==> src/rtl/rv32i_mem_pkg.sv <==
// Shared types and helpers for the I-cache line refill responder.
package rv32i_mem_pkg;

  typedef enum logic [2:0] {
    S_IDLE,
    S_WAIT,
    S_READ,
    S_DRAIN,
    S_RESP
  } fill_state_e;

  // Width of one assembled cache line in bits.
  function automatic int LINE_BITS(input int line_words);
    return 32 * line_words;
  endfunction

  // True when a byte address falls inside [base, base + 4*size_words).
  // Evaluated in 34 bits so a window that touches the top of the address
  // space does not wrap.
  function automatic logic in_window(input logic [31:0] addr,
                                     input logic [31:0] base,
                                     input int unsigned size_words);
    logic [33:0] lo;
    logic [33:0] hi;
    lo = {2'b00, base};
    hi = lo + ({2'b00, 32'(size_words)} << 2);
    return ({2'b00, addr} >= lo) && ({2'b00, addr} < hi);
  endfunction

endpackage

==> src/rtl/line_fill_if.sv <==
// Refill port bundle: cache-side request/response plus the word-RAM side.
interface line_fill_if #(
  parameter int LINE_WORDS = 4,
  parameter int ADDR_W     = 12
);
  logic                    req_i;
  logic [31:0]             addr_i;
  logic                    valid_o;
  logic [32*LINE_WORDS-1:0] line_o;
  logic                    err_o;
  logic                    busy_o;
  logic                    ram_re_o;
  logic [ADDR_W-1:0]       ram_add_o;
  logic [31:0]             ram_d_i;
  logic [31:0]             fill_cnt_o;

  // Responder view.
  modport slave (
    input  req_i, addr_i, ram_d_i,
    output valid_o, line_o, err_o, busy_o, ram_re_o, ram_add_o, fill_cnt_o
  );

  // Requester + RAM model view.
  modport master (
    output req_i, addr_i, ram_d_i,
    input  valid_o, line_o, err_o, busy_o, ram_re_o, ram_add_o, fill_cnt_o
  );
endinterface

==> src/rtl/line_fill_responder.sv <==
// Line refill responder: reads LINE_WORDS words from a 1-cycle-latency word
// RAM and returns them as one line with a single-cycle valid pulse.
module line_fill_responder
  import rv32i_mem_pkg::*;
#(
  parameter int          LINE_WORDS  = 4,
  parameter int          ADDR_W      = 12,
  parameter logic [31:0] BASE_ADDR   = 32'h0000_0000,
  parameter int unsigned SIZE        = 4096,
  parameter int          WAIT_STATES = 0
) (
  input logic       clk_i,
  input logic       resetn_i,
  line_fill_if.slave bus
);

  localparam int LB = LINE_BITS(LINE_WORDS);
  localparam int KW = $clog2(LINE_WORDS);
  localparam logic [ADDR_W-1:0] LINE_MASK = ~ADDR_W'(LINE_WORDS - 1);

  fill_state_e                   r_state, w_next;
  logic [ADDR_W-1:0]             r_base;
  logic [KW-1:0]                 r_k;
  logic [31:0]                   r_wcnt;
  logic                          r_err;
  logic                          r_cap_vld;
  logic [KW-1:0]                 r_cap_idx;
  logic [LINE_WORDS-1:0][31:0]   r_line;
  logic [31:0]                   r_fill_cnt;

  logic                          w_in_win;
  logic [ADDR_W-1:0]             w_base;
  logic                          w_last_k;
  logic                          w_wait_done;

  assign w_in_win    = in_window(bus.addr_i, BASE_ADDR, SIZE);
  // Word offset into the window, aligned down to the line start.
  assign w_base      = ADDR_W'((bus.addr_i - BASE_ADDR) >> 2) & LINE_MASK;
  assign w_last_k    = (r_k == KW'(LINE_WORDS - 1));
  assign w_wait_done = (r_wcnt == 32'(WAIT_STATES - 1));

  // State register.
  always_ff @(posedge clk_i or negedge resetn_i) begin
    if (!resetn_i) r_state <= S_IDLE;
    else           r_state <= w_next;
  end

  // Next-state and output decode.
  always_comb begin
    w_next         = r_state;
    bus.valid_o    = 1'b0;
    bus.err_o      = 1'b0;
    bus.busy_o     = (r_state != S_IDLE);
    bus.ram_re_o   = 1'b0;
    bus.ram_add_o  = '0;
    bus.line_o     = LB'(r_line);
    bus.fill_cnt_o = r_fill_cnt;
    case (r_state)
      S_IDLE: begin
        if (bus.req_i) begin
          if (!w_in_win)            w_next = S_RESP;
          else if (WAIT_STATES > 0) w_next = S_WAIT;
          else                      w_next = S_READ;
        end
      end
      S_WAIT:  if (w_wait_done) w_next = S_READ;
      S_READ: begin
        bus.ram_re_o  = 1'b1;
        bus.ram_add_o = r_base | ADDR_W'(r_k);
        if (w_last_k) w_next = S_DRAIN;
      end
      S_DRAIN: w_next = S_RESP;
      S_RESP: begin
        bus.valid_o = 1'b1;
        bus.err_o   = r_err;
        w_next      = S_IDLE;
      end
      default: w_next = S_IDLE;
    endcase
  end

  // Request latch, counters, and line assembly. Read data lands one cycle
  // after issue, so the capture slot trails the issue index by one cycle.
  always_ff @(posedge clk_i or negedge resetn_i) begin
    if (!resetn_i) begin
      r_base     <= '0;
      r_k        <= '0;
      r_wcnt     <= '0;
      r_err      <= 1'b0;
      r_cap_vld  <= 1'b0;
      r_cap_idx  <= '0;
      r_line     <= '0;
      r_fill_cnt <= '0;
    end else begin
      r_cap_vld <= (r_state == S_READ);
      r_cap_idx <= r_k;
      if (r_cap_vld) r_line[r_cap_idx] <= bus.ram_d_i;
      case (r_state)
        S_IDLE: begin
          if (bus.req_i) begin
            r_base <= w_base;
            r_k    <= '0;
            r_wcnt <= '0;
            r_err  <= !w_in_win;
            if (!w_in_win) r_line <= '0;
          end
        end
        S_WAIT:  r_wcnt <= r_wcnt + 32'd1;
        S_READ:  r_k    <= r_k + KW'(1);
        S_RESP:  if (!r_err) r_fill_cnt <= r_fill_cnt + 32'd1;
        default: ;
      endcase
    end
  end

endmodule

==> src/flat_wrapper.sv <==
// flat-port wrapper written by rule: the top's interface ports become plain ports
module line_fill_responder_flat import rv32i_mem_pkg::*;
#(
  parameter int          LINE_WORDS  = 4,
  parameter int          ADDR_W      = 12,
  parameter logic [31:0] BASE_ADDR   = 32'h0000_0000,
  parameter int unsigned SIZE        = 4096,
  parameter int          WAIT_STATES = 0
)
  (clk_i, resetn_i, bus_req_i, bus_addr_i, bus_ram_d_i, bus_valid_o, bus_line_o, bus_err_o, bus_busy_o, bus_ram_re_o, bus_ram_add_o, bus_fill_cnt_o);
  line_fill_if #(.LINE_WORDS(LINE_WORDS), .ADDR_W(ADDR_W)) bus_i ();
  input logic clk_i;
  input logic resetn_i;
  input wire logic [$bits(bus_i.req_i)-1:0] bus_req_i;
  input wire logic [$bits(bus_i.addr_i)-1:0] bus_addr_i;
  input wire logic [$bits(bus_i.ram_d_i)-1:0] bus_ram_d_i;
  output wire logic [$bits(bus_i.valid_o)-1:0] bus_valid_o;
  output wire logic [$bits(bus_i.line_o)-1:0] bus_line_o;
  output wire logic [$bits(bus_i.err_o)-1:0] bus_err_o;
  output wire logic [$bits(bus_i.busy_o)-1:0] bus_busy_o;
  output wire logic [$bits(bus_i.ram_re_o)-1:0] bus_ram_re_o;
  output wire logic [$bits(bus_i.ram_add_o)-1:0] bus_ram_add_o;
  output wire logic [$bits(bus_i.fill_cnt_o)-1:0] bus_fill_cnt_o;
  assign bus_i.req_i = bus_req_i;
  assign bus_i.addr_i = bus_addr_i;
  assign bus_i.ram_d_i = bus_ram_d_i;
  assign bus_valid_o = bus_i.valid_o;
  assign bus_line_o = bus_i.line_o;
  assign bus_err_o = bus_i.err_o;
  assign bus_busy_o = bus_i.busy_o;
  assign bus_ram_re_o = bus_i.ram_re_o;
  assign bus_ram_add_o = bus_i.ram_add_o;
  assign bus_fill_cnt_o = bus_i.fill_cnt_o;
  line_fill_responder #(.LINE_WORDS(LINE_WORDS), .ADDR_W(ADDR_W), .BASE_ADDR(BASE_ADDR), .SIZE(SIZE), .WAIT_STATES(WAIT_STATES)) u_core (.clk_i(clk_i), .resetn_i(resetn_i), .bus(bus_i));
endmodule
==> config.mk <==
export PLATFORM = sky130hd
export DESIGN_NAME = line_fill_responder_flat
export DESIGN_NICKNAME = d
export VERILOG_FILES = /design/src/rtl/rv32i_mem_pkg.sv /design/src/rtl/line_fill_if.sv /design/src/rtl/line_fill_responder.sv /design/src/flat_wrapper.sv
export SDC_FILE = /design/constraint.sdc
export NUM_CORES = 1
export LEC_CHECK = 0
export BUFFER_PORTS_ARGS = -buffer_cell sky130_fd_sc_hd__buf_2
export CELL_PAD_IN_SITES_DETAIL_PLACEMENT = 1
export CELL_PAD_IN_SITES_GLOBAL_PLACEMENT = 2
export CORE_ASPECT_RATIO = 0.8
export CORE_MARGIN = 5
export CORE_UTILIZATION = 28
export DETAILED_ROUTE_END_ITERATION = 10
export MAX_ROUTING_LAYER = met4
export PLACE_DENSITY = 0.71
export SLEW_MARGIN = 25
export SYNTH_ARGS = -nofsm -noshare
export SYNTH_HDL_FRONTEND = slang
export SYNTH_SLANG_ARGS = --single-unit
==> constraint.sdc <==
create_clock -name clk_i -period 2.1 [get_ports clk_i]
set_input_delay 0.42 -clock clk_i [delete_from_list [all_inputs] [get_ports clk_i]]
set_output_delay 0.42 -clock clk_i [all_outputs]
set_load 0.02 [all_outputs]
; Yosys cells after proc, flatten, opt, wreduce, memory -nomap -nowiden
; Index checks and enable logic that the tools add are counted.
[word_totals]
reg_bits = 211
in_bits = 67
output_inout_bits = 176
elab_cells = 60
[op_classes]
addsub = 3
n_lt_le_gt_ge = 3
eq_ne = 9
muxes = 20
n_bitwise = 2
n_reduce_logical = 11
[op_table]
columns = operator, n
row1 = 2-to-1 mux 128 bit, 4
row2 = bitwise mux 128 bit, 1
row3 = adder 32 x 1 -> 32 bit (second input constant), 2
row4 = demux 32 bit (select 2 bit), 1
row5 = 2-to-1 mux 32 bit, 2
row6 = case mux 32 bit (2 select lines), 1
row7 = == test 32 bit (second input constant), 1
row8 = < comparator 32 x 15 -> 1 bit (second input constant), 1
row9 = 2-to-1 mux 12 bit, 1
row10 = 2-to-1 mux 3 bit, 4
row11 = bitwise OR 12 x 2 -> 12 bit, 1
row12 = case mux 3 bit (4 select lines), 1
row13 = AND reduction 2 bit, 4
row14 = == test 3 x 2 -> 1 bit (second input constant), 2
row15 = inequality test 2 x 1 -> 1 bit (second input constant), 2
row16 = case mux 2 bit (2 select lines), 1
row17 = nonzero test 2 bit, 2
row18 = == test 3 x 1 -> 1 bit (second input constant), 1
row19 = == test 3 bit (second input constant), 1
row20 = logical NOT 3 bit, 1
row21 = < comparator 2 x 3 -> 1 bit (second input constant), 1
row22 = 2-to-1 mux 1 bit, 3
row23 = AND reduction 3 bit, 1
row24 = nonzero test 3 bit, 1
row25 = 8 further kinds, 8

; Longest topological paths before layout
[depth]
ltp_word = 9
mapped_depth = 7
mapped_depth_nobuf = 6

; Least setup slack after synthesis
; OpenSTA, ideal clock, no wires.
[synth_timing]
path_type = register -> register
start = register u_core.r_state[0]
end = register u_core.r_fill_cnt[27] (netlist: u_core.bus.fill_cnt_o[27])
setup_time_ps = 130
t_arrival_ps = 1893
t_required_ps = 1970
slack_ps = 77
path_stages_with_launch = 6
path_buffers = 0
period_less_slack_ps = 2023
cell_sequence = dfrtp_1 > nor3b_2 > or3b_1 > nor4_4 > nand4_1 > xnor2_1
[synth_between]
elab_chain_len = 2
[synth_lines]
columns = item, line_no
row1 = "start, declared", line_fill_responder.sv:21  ; fill_state_e r_state, w_next;
row2 = "start signal, assigned", line_fill_responder.sv:45  ; else r_state <= w_next;
row3 = == test 3 bit, line_fill_responder.sv:98  ; case (r_state)
row4 = AND reduction 2 bit (no source line), --
row5 = "end signal, assigned", line_fill_responder.sv:110  ; S_RESP: if (!r_err) r_fill_cnt <= r_fill_cnt + 32'd1;
row6 = "end, declared", line_fill_responder.sv:29  ; logic [31:0] r_fill_cnt;
; Every way passes these cells.
; A chain may end at the register's enable or synchronous reset.

; Worst setup path after layout
[layout_timing]
start = register u_core.r_state[0]
end = output port bus_err_o
[layout_between]
elab_chain_len = 2
[layout_lines]
columns = item, line_no
row1 = == test 3 bit, line_fill_responder.sv:58  ; case (r_state)
row2 = 2-to-1 mux 1 bit, line_fill_responder.sv:58
row3 = "end, declared", flat_wrapper.sv:19  ; output wire logic [$bits(bus_i.err_o)-1:0] bus_err_o;
; Every way passes these cells.

==> results_dict.tcl <==
set metrics [dict create \
    status "completed" \
    final_area_um2 11900 \
    portBuffers 238 \
    worst_pin_slew_ns 0.840 \
    std_cell_rows 58 \
    ioPinCount 243 \
    place_hpwl_um 20800 \
    initial_core_util_pct 28.4 \
    drt_iter0_markers 395 \
    area_growth_pct 33.6 \
    path_class "flop to output port" \
    drt-wirelength-per-cell_um 18.3 \
    clock_latency_ns 0.51 \
    switching_share_pct 23.5 \
    cts_tree "built" \
    drive_above_1_share_pct 30.2 \
    drv_cap 0 \
    die_w_um 210 \
    grt_antenna_before_repair 0 \
    crit_arrival_ns 1.64 \
    postSynthRegisterBits 211 \
    relSlewSlack_pct 44.0 \
    internal_power_mw 7.12 \
    fillCellCount 3635 \
    syn_inst 924 \
    post-route-drc-count 0 \
    dp.cells 1578 \
    synth_nets 994 \
    yosysUniqueCellTypes 44 \
    layout_common_cells "nand2_1, buf_2, dfrtp_1" \
    yosysSeqAreaShare_pct 59.2 \
    clock_path_buffers 3 \
    num-nets-final 1260 \
    hold_class "primary input to flop" \
    grt_setup_unrepaired "true" \
    wirelength_um 29800 \
    crit_fanout 4 \
    core-area_um2 31400 \
    overflow 0 \
    ant_nets 0 \
    place_congestion 0.756 \
    cts-root-buf "clkbuf_16" \
    final_core_util_pct 37.9 \
    grt_pass1_wl_um 47300 \
    power_frac_comb_pct 6.3 \
    multiInputGateArea_um2 3450 \
    worst_setup_path_end_kind "output port" \
    dieHeight_um 170 \
    layout_commonest_cell "nand2_1" \
    cts.sinks 211 \
    period_needed_ns 2.06 \
    num_vias 7695 \
    setup-violations-final 0 \
    yosysTopAreaCellShare_pct 59.2 \
    grtUsageTotal_pct 16.8 \
    synthTopCellsByArea "dfrtp_1, nand2_1, a21oi_1" \
    mappedNetlistArea_um2 8920 \
    dpl-instance-area_um2 10900 \
    yosysWarnings 0 \
    final.period_utilization_pct 98.3 \
    crit_required_ns 1.68 \
    h-tree-depth 1 \
    first_global_vias 8052 \
    firstDrtPassIters 4 \
    power_switching_mw 2.19 \
    total_leakage_power_nw 5.82 \
    die_area_um2 35600 \
    power_frac_seq_pct 45.5 \
    max_clock_freq_mhz 484 \
    cp-start-kind "flop" \
    cts.clk_slew.worst_paths_ns 0.06 \
    finalHoldViolCount 0 \
    synth_top_area_cell "dfrtp_1" \
    clock-skew-final_ns 0.00915 \
    drv_slew 0 \
    final-seq-area_um2 5280 \
    pwr-share-clk_pct 48.2 \
    ir_drop_mv 0.407 \
    cts_buffers 25 \
    p_per_area_nw_per_um2 780 \
    syn_area_per_cell_um2 9.66 \
    whs_ns 0.134 \
    post_drt_via_cell_ratio 4.73 \
    layout.cells.non_filler 1628 \
    grt_max_degree 56 \
]
worst max-delay path, cell delays in order (launching register included):
cell and delay (ns):
dfrtp_1 0.41, buf_6 0.15, nor3b_4 0.19, buf_4 0.15
and2_4 0.13, buf_6 0.11
timing repair:
action / CTS / global route
hold buffers: 1 / 0
setup endpoints to repair: 16 / 50
gates resized for setup: 22 / 9
pin swaps: 2 / 3
endpoints found under the hold margin: 47 / 0
setup buffers: 3 / 1
routing by layer:
| metal | vias to the layer above | global-route usage, % | share of wire (%) |
|---|---|---|---|
| li1 | 3650 | - | - |
| met1 | 3864 | 23.7 | 49 |
| met2 | 153 | 25.8 | 45 |
| met3 | 28 | 3.33 | 5.1 |
| met4 | 0 | 2.41 | 1.3 |
| met5 | - | - | 0 |
sequential cells by signal (all words and copies together), names as in the netlist:
| register | count |
|---|---|
| u_core.bus.fill_cnt_o | 32 |
| u_core.bus.line_o | 128 |
| u_core.r_base | 10 |
| u_core.r_cap_idx | 2 |
| u_core.r_cap_vld | 1 |
| u_core.r_err | 1 |
| u_core.r_k | 2 |
| u_core.r_state | 3 |
| u_core.r_wcnt | 32 |
metrics by stage:
| step | TNS (ns) | power (mW) | setup WS, ns |
|---|---|---|---|
| after global placement | 0 | 4.89 | 0.0299 |
| after detailed placement | 0 | 4.90 | 0.00562 |
| after global routing | -0.514 | 9.72 | -0.0565 |
| after CTS | -0.0103 | 9.47 | -0.0103 |
| after floorplan | 0 | 4.53 | 0.0772 |
| final | 0 | 9.31 | 0.0359 |
power groups by stage:
stage,Clock (mW),Sequential [mW],Combinational [mW]
after floorplan,0,4.34,0.189
after global placement,0,4.30,0.586
after detailed placement,0,4.30,0.597
after CTS,4.63,4.23,0.609
after global routing,4.83,4.24,0.654
final,4.48,4.23,0.590
cell type report:
class	count	area share, %
clock buffers	37	6.13
clock inverters	7	0.923
repair buffers	292	15.1
flip-flops and latches	211	44.3
well taps	420	4.41
multi-input cells	656	29.0
inverters	4	0.126
diodes	1	0.0210
synthesized netlist by cell type (all sizes together):
cell,count
or4b,1
or2,2
dfrtp,211
or4,1
inv,4
buf,19
a31oi,2
mux2,11
nand3b,1
nor2,15
nand2,298
nor3,7
nor3b,4
a21oi,128
a21o,2
nor2b,1
nand3,48
or3,2
and4,4
xor2,5
o21ai,20
and3b,1
o31ai,6
xnor2,26
and3,18
nor4b,1
nand4,19
nor4,9
o211ai,6
clkbuf,34
or3b,3
mux2i,8
ha,3
and2,4
worst paths after layout:
check / from / endpoint / slack, ns / cells past startpoint
max in group asynchronous: resetn_i / u_core.bus.line_o[114]$_DFF_PN0_ / 0.99 / 3
worst min-delay path: bus_addr_i[11] / u_core.r_base[9]$_DFFE_PN0P_ / 0.13 / 2
worst max-delay path: u_core.r_state[0]$_DFFE_PN0P_ / bus_err_o / 0.04 / 5
min in group asynchronous: resetn_i / u_core.bus.line_o[103]$_DFF_PN0_ / 0.43 / 2
worst min register to register: u_core.r_k[1]$_DFFE_PN0P_ / u_core.r_cap_idx[1]$_DFF_PN0_ / 0.46 / 0
worst max register to register: u_core.r_state[2]$_DFFE_PN0P_ / u_core.bus.line_o[22]$_DFF_PN0_ / 0.08 / 4
cell families after synthesis:
| family | share of synthesized area (%) |
|---|---|
| xor+xnor | 3.04 |
| buf+inv | 2.59 |
| simple gates | 22.9 |
| flops | 59.2 |
| compound gates | 9.62 |
| fa+ha+maj | 0.421 |
| mux | 2.29 |
Power figures use the tool's default switching activity.
